<file path="src/rtl/instr_sequencer_if.sv">
// Bundle of signals between the instruction sequencer, its program loader/controller and the
// 9-bit processor core.
//   master : drives Start/prog_len, the store write port and the core's Done pulse;
//            observes DIN/Run/PC and the status flags.
//   slave  : the sequencer itself (mirror directions).
interface instr_sequencer_if #(
    parameter int unsigned ADDR_W = 5
);
    logic              Start;
    logic [ADDR_W:0]   prog_len;
    logic              load_en;
    logic [ADDR_W-1:0] load_addr;
    logic [8:0]        load_data;
    logic              Done;
    logic [8:0]        DIN;
    logic              Run;
    logic [ADDR_W-1:0] PC;
    logic              busy;
    logic              halted;
    logic              error;

    modport master (
        output Start, prog_len, load_en, load_addr, load_data, Done,
        input  DIN, Run, PC, busy, halted, error
    );

    modport slave (
        input  Start, prog_len, load_en, load_addr, load_data, Done,
        output DIN, Run, PC, busy, halted, error
    );
endinterface

</file>
<file path="src/rtl/instr_sequencer.sv">
// Done-paced instruction feeder for the 9-bit processor core.
// Holds a 2**ADDR_W x 9 program store, issues one word at a time on DIN with a one-cycle Run
// strobe, supplies the immediate word of an MVI on the following cycle, then waits for Done.
// A missing Done for TIMEOUT cycles raises error.
// Ports:
//   Clock  : processor clock, rising-edge
//   Resetn : asynchronous active-low reset
//   bus    : slave side of instr_sequencer_if (start/length, store write port, Done in;
//            DIN/Run/PC and busy/halted/error out, all registered)
module instr_sequencer #(
    parameter int unsigned ADDR_W  = 5,
    parameter logic [2:0]  MVI_OP  = 3'b001,
    parameter int unsigned TIMEOUT = 15
) (
    input logic              Clock,
    input logic              Resetn,
    instr_sequencer_if.slave bus
);
    localparam int unsigned DEPTH = 1 << ADDR_W;
    localparam int unsigned LW    = ADDR_W + 1;
    localparam int unsigned TW    = (TIMEOUT < 2) ? 1 : $clog2(TIMEOUT);

    typedef enum logic [2:0] {StIdle, StIssue, StImm, StWait, StHalt, StErr} state_e;

    state_e            state_q, state_d;
    logic [ADDR_W-1:0] pc_q, pc_d;
    logic [LW-1:0]     len_q, len_d;
    logic [8:0]        din_q, din_d;
    logic [TW-1:0]     timer_q, timer_d;
    logic              run_q, run_d;
    logic              busy_q, busy_d;
    logic              halted_q, halted_d;
    logic              error_q, error_d;

    logic [8:0]        mem_q [DEPTH];
    logic              idle_like;
    logic              last_word;
    logic [ADDR_W-1:0] pc_inc;

    assign idle_like = (state_q == StIdle) || (state_q == StHalt) || (state_q == StErr);
    assign pc_inc    = pc_q + ADDR_W'(1);
    // Length compare is one bit wider so length == DEPTH ends at PC == DEPTH-1 without wrap.
    assign last_word = (({1'b0, pc_q} + LW'(1)) == len_q);

    // Program store: not reset; writes only land while no program is in flight.
    always_ff @(posedge Clock) begin
        if (bus.load_en && idle_like) begin
            mem_q[bus.load_addr] <= bus.load_data;
        end
    end

    always_comb begin
        state_d = state_q;
        pc_d    = pc_q;
        len_d   = len_q;
        din_d   = din_q;
        timer_d = timer_q;
        unique case (state_q)
            StIdle, StHalt, StErr: begin
                if (bus.Start) begin
                    if (bus.prog_len == '0) begin
                        state_d = StHalt;
                    end else if (bus.prog_len > LW'(DEPTH)) begin
                        state_d = StErr;
                    end else begin
                        state_d = StIssue;
                        len_d   = bus.prog_len;
                        pc_d    = '0;
                        din_d   = mem_q[0];
                    end
                end
            end
            StIssue: begin
                if (din_q[8:6] == MVI_OP) begin
                    if (last_word) begin
                        state_d = StErr; // immediate word would lie past the program end
                    end else begin
                        state_d = StImm;
                        pc_d    = pc_inc;
                        din_d   = mem_q[pc_inc];
                    end
                end else begin
                    state_d = StWait;
                    timer_d = '0;
                end
            end
            StImm: begin
                state_d = StWait;
                timer_d = '0;
            end
            StWait: begin
                // Done wins over a timeout landing on the same cycle.
                if (bus.Done) begin
                    if (last_word) begin
                        state_d = StHalt;
                    end else begin
                        state_d = StIssue;
                        pc_d    = pc_inc;
                        din_d   = mem_q[pc_inc];
                    end
                end else if (timer_q == TW'(TIMEOUT - 1)) begin
                    state_d = StErr;
                end else begin
                    timer_d = timer_q + TW'(1);
                end
            end
            default: state_d = StIdle;
        endcase

        run_d    = (state_d == StIssue);
        busy_d   = (state_d == StIssue) || (state_d == StImm) || (state_d == StWait);
        halted_d = (state_d == StHalt);
        error_d  = (state_d == StErr);
    end

    always_ff @(posedge Clock or negedge Resetn) begin
        if (!Resetn) begin
            state_q  <= StIdle;
            pc_q     <= '0;
            len_q    <= '0;
            din_q    <= '0;
            timer_q  <= '0;
            run_q    <= 1'b0;
            busy_q   <= 1'b0;
            halted_q <= 1'b0;
            error_q  <= 1'b0;
        end else begin
            state_q  <= state_d;
            pc_q     <= pc_d;
            len_q    <= len_d;
            din_q    <= din_d;
            timer_q  <= timer_d;
            run_q    <= run_d;
            busy_q   <= busy_d;
            halted_q <= halted_d;
            error_q  <= error_d;
        end
    end

    assign bus.DIN    = din_q;
    assign bus.Run    = run_q;
    assign bus.PC     = pc_q;
    assign bus.busy   = busy_q;
    assign bus.halted = halted_q;
    assign bus.error  = error_q;
endmodule

</file>
<file path="src/flat_wrapper.sv">
// flat-port wrapper written by rule: the top's interface ports become plain ports
module instr_sequencer_flat 
#(
    parameter int unsigned ADDR_W  = 5,
    parameter logic [2:0]  MVI_OP  = 3'b001,
    parameter int unsigned TIMEOUT = 15
)
  (Clock, Resetn, bus_Start, bus_prog_len, bus_load_en, bus_load_addr, bus_load_data, bus_Done, bus_DIN, bus_Run, bus_PC, bus_busy, bus_halted, bus_error);
  instr_sequencer_if #(.ADDR_W(ADDR_W)) bus_i ();
  input logic Clock;
  input logic Resetn;
  input wire logic [$bits(bus_i.Start)-1:0] bus_Start;
  input wire logic [$bits(bus_i.prog_len)-1:0] bus_prog_len;
  input wire logic [$bits(bus_i.load_en)-1:0] bus_load_en;
  input wire logic [$bits(bus_i.load_addr)-1:0] bus_load_addr;
  input wire logic [$bits(bus_i.load_data)-1:0] bus_load_data;
  input wire logic [$bits(bus_i.Done)-1:0] bus_Done;
  output wire logic [$bits(bus_i.DIN)-1:0] bus_DIN;
  output wire logic [$bits(bus_i.Run)-1:0] bus_Run;
  output wire logic [$bits(bus_i.PC)-1:0] bus_PC;
  output wire logic [$bits(bus_i.busy)-1:0] bus_busy;
  output wire logic [$bits(bus_i.halted)-1:0] bus_halted;
  output wire logic [$bits(bus_i.error)-1:0] bus_error;
  assign bus_i.Start = bus_Start;
  assign bus_i.prog_len = bus_prog_len;
  assign bus_i.load_en = bus_load_en;
  assign bus_i.load_addr = bus_load_addr;
  assign bus_i.load_data = bus_load_data;
  assign bus_i.Done = bus_Done;
  assign bus_DIN = bus_i.DIN;
  assign bus_Run = bus_i.Run;
  assign bus_PC = bus_i.PC;
  assign bus_busy = bus_i.busy;
  assign bus_halted = bus_i.halted;
  assign bus_error = bus_i.error;
  instr_sequencer #(.ADDR_W(ADDR_W), .MVI_OP(MVI_OP), .TIMEOUT(TIMEOUT)) u_core (.Clock(Clock), .Resetn(Resetn), .bus(bus_i));
endmodule
</file>
<file path="config.mk">
export PLATFORM = sky130hd
export DESIGN_NAME = instr_sequencer_flat
export DESIGN_NICKNAME = d
export VERILOG_FILES = /design/src/rtl/instr_sequencer_if.sv /design/src/rtl/instr_sequencer.sv /design/src/flat_wrapper.sv
export SDC_FILE = /design/constraint.sdc
export NUM_CORES = 1
export LEC_CHECK = 0
export CAP_MARGIN = 25
export CORE_MARGIN = 5
export CORE_UTILIZATION = 35
export CTS_CLUSTER_DIAMETER = 100
export DETAILED_ROUTE_END_ITERATION = 16
export PLACE_DENSITY = 0.53
export SYNTH_ARGS = -nofsm -noshare
export SYNTH_HDL_FRONTEND = slang
export SYNTH_SLANG_ARGS = --single-unit
</file>
<file path="constraint.sdc">
create_clock -name Clock -period 4.92 [get_ports Clock]
set_clock_uncertainty 0.15 [all_clocks]
set_input_delay 0.492 -clock Clock [delete_from_list [all_inputs] [get_ports Clock]]
set_output_delay 0.492 -clock Clock [all_outputs]
set_load 0.005 [all_outputs]
</file>
Word level (Yosys, flattened, before mapping)
Memory sizes are Yosys's and may differ from the RTL's.
Index checks and enable logic that the tools add are counted.
{"block": "word_totals", "ff_bits": 31, "latch_bits": 0, "ramBits": 288, "romBits": 0, "inputBits": 25, "elab_cells": 79, "memories": 1}
{"block": "classes", "n_addsub": 3, "multipliers": 0, "div": 0, "n_lt_le_gt_ge": 1, "n_eq_ne": 21, "n_shift": 0, "n_mux": 29, "bitwise": 2, "n_reduce_logical": 13}
{"name": "u_core.mem_q", "words": 32, "word_bits": 9, "rd": 2, "rd_clocked_by_memory_dff": 0, "wr": 1, "line": "instr_sequencer.sv:35", "source": "logic [8:0] mem_q [DEPTH];"}
{"op": "9-bit two-way mux", "count": 6}
{"op": "5-bit two-way mux", "count": 6}
{"op": "9-bit one-hot mux with 3 select lines", "count": 1}
{"op": "3-bit two-way mux", "count": 8}
{"op": "5-bit one-hot mux with 3 select lines", "count": 1}
{"op": "2-bit inequality test, second input constant", "count": 7}
{"op": "3-bit by 2-bit equality test with 1-bit output, second input constant", "count": 4}
{"op": "3-bit equality test, second input constant", "count": 4}
{"op": "4-bit two-way mux", "count": 3}
{"op": "3-bit one-hot mux with 4 select lines", "count": 1}
{"op": "4-bit one-hot mux with 3 select lines", "count": 1}
{"op": "3-bit by 1-bit equality test with 1-bit output, second input constant", "count": 3}
{"op": "4-bit AND reduction", "count": 2}
{"op": "5-bit by 1-bit adder with 6-bit output, second input constant", "count": 1}
{"op": "6-bit equality test", "count": 1}
{"op": "6-bit > comparator, second input constant", "count": 1}
{"op": "6-bit zero test", "count": 1}
{"op": "6-bit AND reduction", "count": 1}
{"op": "3-bit nonzero test", "count": 2}
{"op": "5-bit by 1-bit adder with 5-bit output, second input constant", "count": 1}
{"op": "4-bit by 1-bit adder with 4-bit output, second input constant", "count": 1}
{"op": "4-bit equality test, second input constant", "count": 1}
{"op": "1-bit logical OR", "count": 4}
{"op": "3-bit zero test", "count": 1}
{"op": "5 further kinds", "count": 7}

Longest topological paths before layout
{"block": "depth", "depth_word": 8, "ltp_mapped": 11}

Least setup slack after synthesis
OpenSTA, ideal clock, no wires.
{"block": "synth_path", "kind": "flip-flop to flip-flop", "startpoint": "register u_core.pc_q[0], in the netlist u_core.bus.PC[0]", "endpoint": "register u_core.din_q[7], in the netlist u_core.bus.DIN[7]", "setup_ns": 0.125, "arrival_time_ns": 2.729, "path_slack_ns": 1.916, "path_stages_with_launch": 8, "cell_sequence": "dfrtp_1 -> ha_1 -> xnor2_1 -> buf_6 -> mux4_2 -> mux2i_1 -> o21ai_0 -> mux2_4"}
{"block": "synth_via", "elab_chain_cells": 5}
{"item": "start: declaration", "line": "instr_sequencer.sv:26", "source": "logic [ADDR_W-1:0] pc_q, pc_d;"}
{"item": "start signal: assignment", "line": "instr_sequencer.sv:129", "source": "pc_q <= pc_d;"}
{"item": "5-bit by 1-bit adder with 5-bit output or 5-bit by 1-bit adder with 6-bit output (tied branches)", "line": "instr_sequencer.sv:41, instr_sequencer.sv:43"}
{"item": "memory 32 x 9 bit or 6-bit equality test (tied branches)"}
{"item": "9-bit two-way mux (*)", "line": "instr_sequencer.sv:75, instr_sequencer.sv:94"}
{"item": "9-bit two-way mux, on equally long branches", "line": "instr_sequencer.sv:93, instr_sequencer.sv:74"}
{"item": "9-bit one-hot mux with 3 select lines (*)", "line": "instr_sequencer.sv:58", "source": "unique case (state_q)"}
{"item": "end signal: assignment", "line": "instr_sequencer.sv:131", "source": "din_q <= din_d;"}
{"item": "end: declaration", "line": "instr_sequencer.sv:28", "source": "logic [8:0] din_q, din_d;"}
Every way passes the cells marked *; elsewhere a longest branch is shown, timed or not. The select of a mux whose other input is x is not followed.
A chain may end at the register's enable or synchronous reset.

Worst setup path after layout
{"block": "layout_path", "startpoint": "register u_core.pc_q[0], in the netlist u_core.bus.PC[0]", "endpoint": "register u_core.din_q[8], in the netlist u_core.bus.DIN[8]"}
The elaborated chain is that of the path after synthesis.

==> results.yml <==
status:
  status: "completed"
route:
  drc: 0
  vias: 6334
  dr.pass1.iters: 5
  wire_per_inst_um: 24.6
  via_per_inst: 5.30
  drtAntennaViolNets: 0
  wirelength_mm: 29.4
  detail_route.iter0.violations: 518
yosys:
  syn_area_per_cell_sq_um: 20.5
  ys_ff_latch: 319
  syn_inst: 626
  ys_types: 47
  synth_fa_ha_area_share_pct: 0.292
  synth_mux_area_share_pct: 18.2
  synth_xor_area_share_pct: 0.798
  ys.flop_type: "edfxtp_1"
  synth.area.top_cells: "edfxtp_1 (67%), mux4_2 (16%), dfrtp_1 (6.0%)"
  ys_seq_area_share_pct: 73.3
  synth-compound-area-share_pct: 2.18
  synth_edf_count: 288
  synth.largest_area_cell: "edfxtp_1"
  synth_simple_gate_area_share_pct: 3.93
  synth_top_area_share_pct: 67.3
  synth-async-reset-ratio_pct: 9.72
  synth_area_sq_um: 12900
  ys_warn_count: 0
  syn_nets: 654
  synth_top_family_by_area: "multiplexers"
clock_network:
  post_cts_buffers: 0
  clk_pin_slew_ns: 0.06
  clockBufferDepth: 3
  cts_root_buffer: "clkbuf_16"
  tritoncts: "done"
  cts_buffers: 34
  cts.sinks: 319
  htreeDepth: 2
  cts_resized: 0
  cts_hold_buf: 0
  clk_latency_ns: 0.50
timing:
  setup_viol: 0
  rsz0062_at_grt: "false"
  tightest_slew_ns: 1.05
  fmax_mhz: 273
  layout_min_cycle_time_ns: 3.66
  setup_ws_ns: 1.26
  maxSlewViolCount: 0
  relSlewSlack_pct: 29.6
  hold_viol_final: 0
  timing.hold.ws_ns: 0.243
  tns_ns: 0
  min_period_over_period_pct: 74.5
critical_path:
  cp.arrival_ns: 3.90
  crit_path_top_delay_cell: "buf_12"
  cp_max_fo: 77
  path_depth: 9
  cp_num_buf_inv: 2
  end_kind: "flop"
  criticalPathCategory: "reg -> reg"
  critPathTopFamily: "simple AND/OR/NAND/NOR gates"
  start_kind: "flop"
  rr_worst_depth: 9
  required_ns: 5.15
  crit_path_max_incr_delay_ns: 0.50
  worstPathCellList: "buf_12 -> nand3_1 -> or3_1 -> and4_2 -> a31o_2 -> o21a_1 -> o21ai_2 -> buf_4 -> mux2_2"
die:
  start_util_pct: 35.3
  die_area_sq_um: 40700
  die_y_um: 202
  core_area_sq_um: 36400
  rows: 70
  ioPinCount: 43
  die_w_um: 202
cells_and_area:
  final_common_cell: "edfxtp_1"
  nets: 728
  nFillCells: 3188
  final_cell_mix: "edfxtp_1 (288), mux4_2 (90), nor2_1 (44), clkdlybuf4s50_1 (42), clkbuf_16 (35)"
  area_delta_synth_final_pct: 17.5
  post_route_cells_drive_above_1_share_pct: 26.5
grt:
  grt_max_degree: 78
  antenna_found_initial: 1
  grt_use_total_pct: 14.3
  grt_pass1_wl_mm: 43.7
  grt_pass1_vias: 6602
  grt_overflow: 0
pwr:
  totalPowerFinal_w: 0.00912
  ir_worst_vdd_uv: 349
  p_clk_share_pct: 26.7
  power.internal_w: 0.00630
  combPwrFrac_pct: 38.1
  power_frac_seq_pct: 35.2
  power_density_nw_per_um2: 604
  p_leak_nw: 4.85
  switching_share_pct: 31.0
  p_switching_w: 0.00282
placed_design:
  dp_slack_ns: 1.19
  gp_congestion: 0.790
  dp_hpwl_mm: 19.0
  portBuffers: 42
flow_run:
  maxCapViolCount: 0
hold_path:
  min_path_type: "in -> async"
==> sequential cells by signal (all words and copies together), names as in the netlist <==
signal,flops
u_core.bus.PC,5
u_core.bus.DIN,9
u_core.bus.Run,1
u_core.len_q,6
u_core.state_q,3
u_core.timer_q,4
u_core.mem_q,288
u_core.bus.halted,1
u_core.bus.error,1
u_core.bus.busy,1
==> worst paths after layout <==
check / startpoint / end / slack [ns]
worst max-delay path: u_core.bus.PC[0]$_DFFE_PN0P_ / u_core.bus.DIN[8]$_DFFE_PN0P_ / 1.26
worst min-delay path: Resetn / u_core.state_q[2]$_DFF_PN0_ / 0.24
worst max register to register: u_core.bus.PC[0]$_DFFE_PN0P_ / u_core.bus.DIN[8]$_DFFE_PN0P_ / 1.26
worst min register to register: u_core.bus.DIN[3]$_DFFE_PN0P_ / u_core.bus.DIN[3]$_DFFE_PN0P_ / 0.37
max in group asynchronous: Resetn / u_core.bus.PC[0]$_DFFE_PN0P_ / 4.05
min in group Clock: u_core.bus.DIN[3]$_DFFE_PN0P_ / u_core.bus.DIN[3]$_DFFE_PN0P_ / 0.37
==> Yosys cell counts, drive strengths merged, types with 2 or more instances <==
cell and number:
ha 3, a311oi 2, nand4 3, or3 3, xnor2 5, o21a 2, nand2 23, inv 6
edfxtp 288, nand3b 3, nand2b 5, xor2 4, mux2 16, clkbuf 14, mux2i 10, o31ai 3
nor2b 3, dfrtp 31, o211ai 5, or4 2, nand3 7, nor3b 2, mux4 90, a31oi 2
nor2 44, buf 15, a21oi 5, o21ai 19
==> through the flow <==
| step | cells | util (%) | cell area (sq um) |
|---|---|---|---|
| final | 1194 | 41.4 | 15100 |
| after global routing | 1193 | 41.4 | 15100 |
| after CTS | 1183 | 41.2 | 15000 |
| after detailed placement | 1122 | 38.3 | 13900 |
| after global placement | 1120 | 38.1 | 13900 |
| after floorplan | 626 | - | 12900 |
==> cell type report <==
| type | count | area (sq um) | share of cell area, % |
|---|---|---|---|
| Tap cell | 468 | 586 | 3.88 |
| Inverter | 6 | 22.5 | 0.149 |
| Clock buffer | 47 | 941 | 6.23 |
| Sequential cell | 319 | 9430 | 62.4 |
| Clock inverter | 14 | 120 | 0.795 |
| Timing Repair Buffer | 67 | 696 | 4.61 |
| Antenna cell | 1 | 2.50 | 0.0166 |
| Multi-Input combinational cell | 272 | 3310 | 21.9 |
==> cell families after synthesis <==
kind of cell,after synthesis
flops,319
fa+ha+maj,3
compound gates,42
buf+inv,35
xor+xnor,10
simple gates,101
mux,116
==> layer usage <==
layer	GRT usage [%]	up-vias	share of wire, %
li1	-	2717	-
met5	0	-	0
met1	21.2	3391	45
met2	22.2	190	47
met4	3.27	0	1.7
met3	2.80	36	6.3
==> power by group through the flow <==
stage	Sequential [W]	Clock, W	Combinational [W]
after floorplan	0.00321	0	0.00245
after global placement	0.00326	0	0.00351
after detailed placement	0.00327	0	0.00354
after CTS	0.00321	0.00249	0.00355
after global routing	0.00323	0.00260	0.00372
final	0.00321	0.00244	0.00347
No activity file was read; power rests on OpenSTA's default activity.
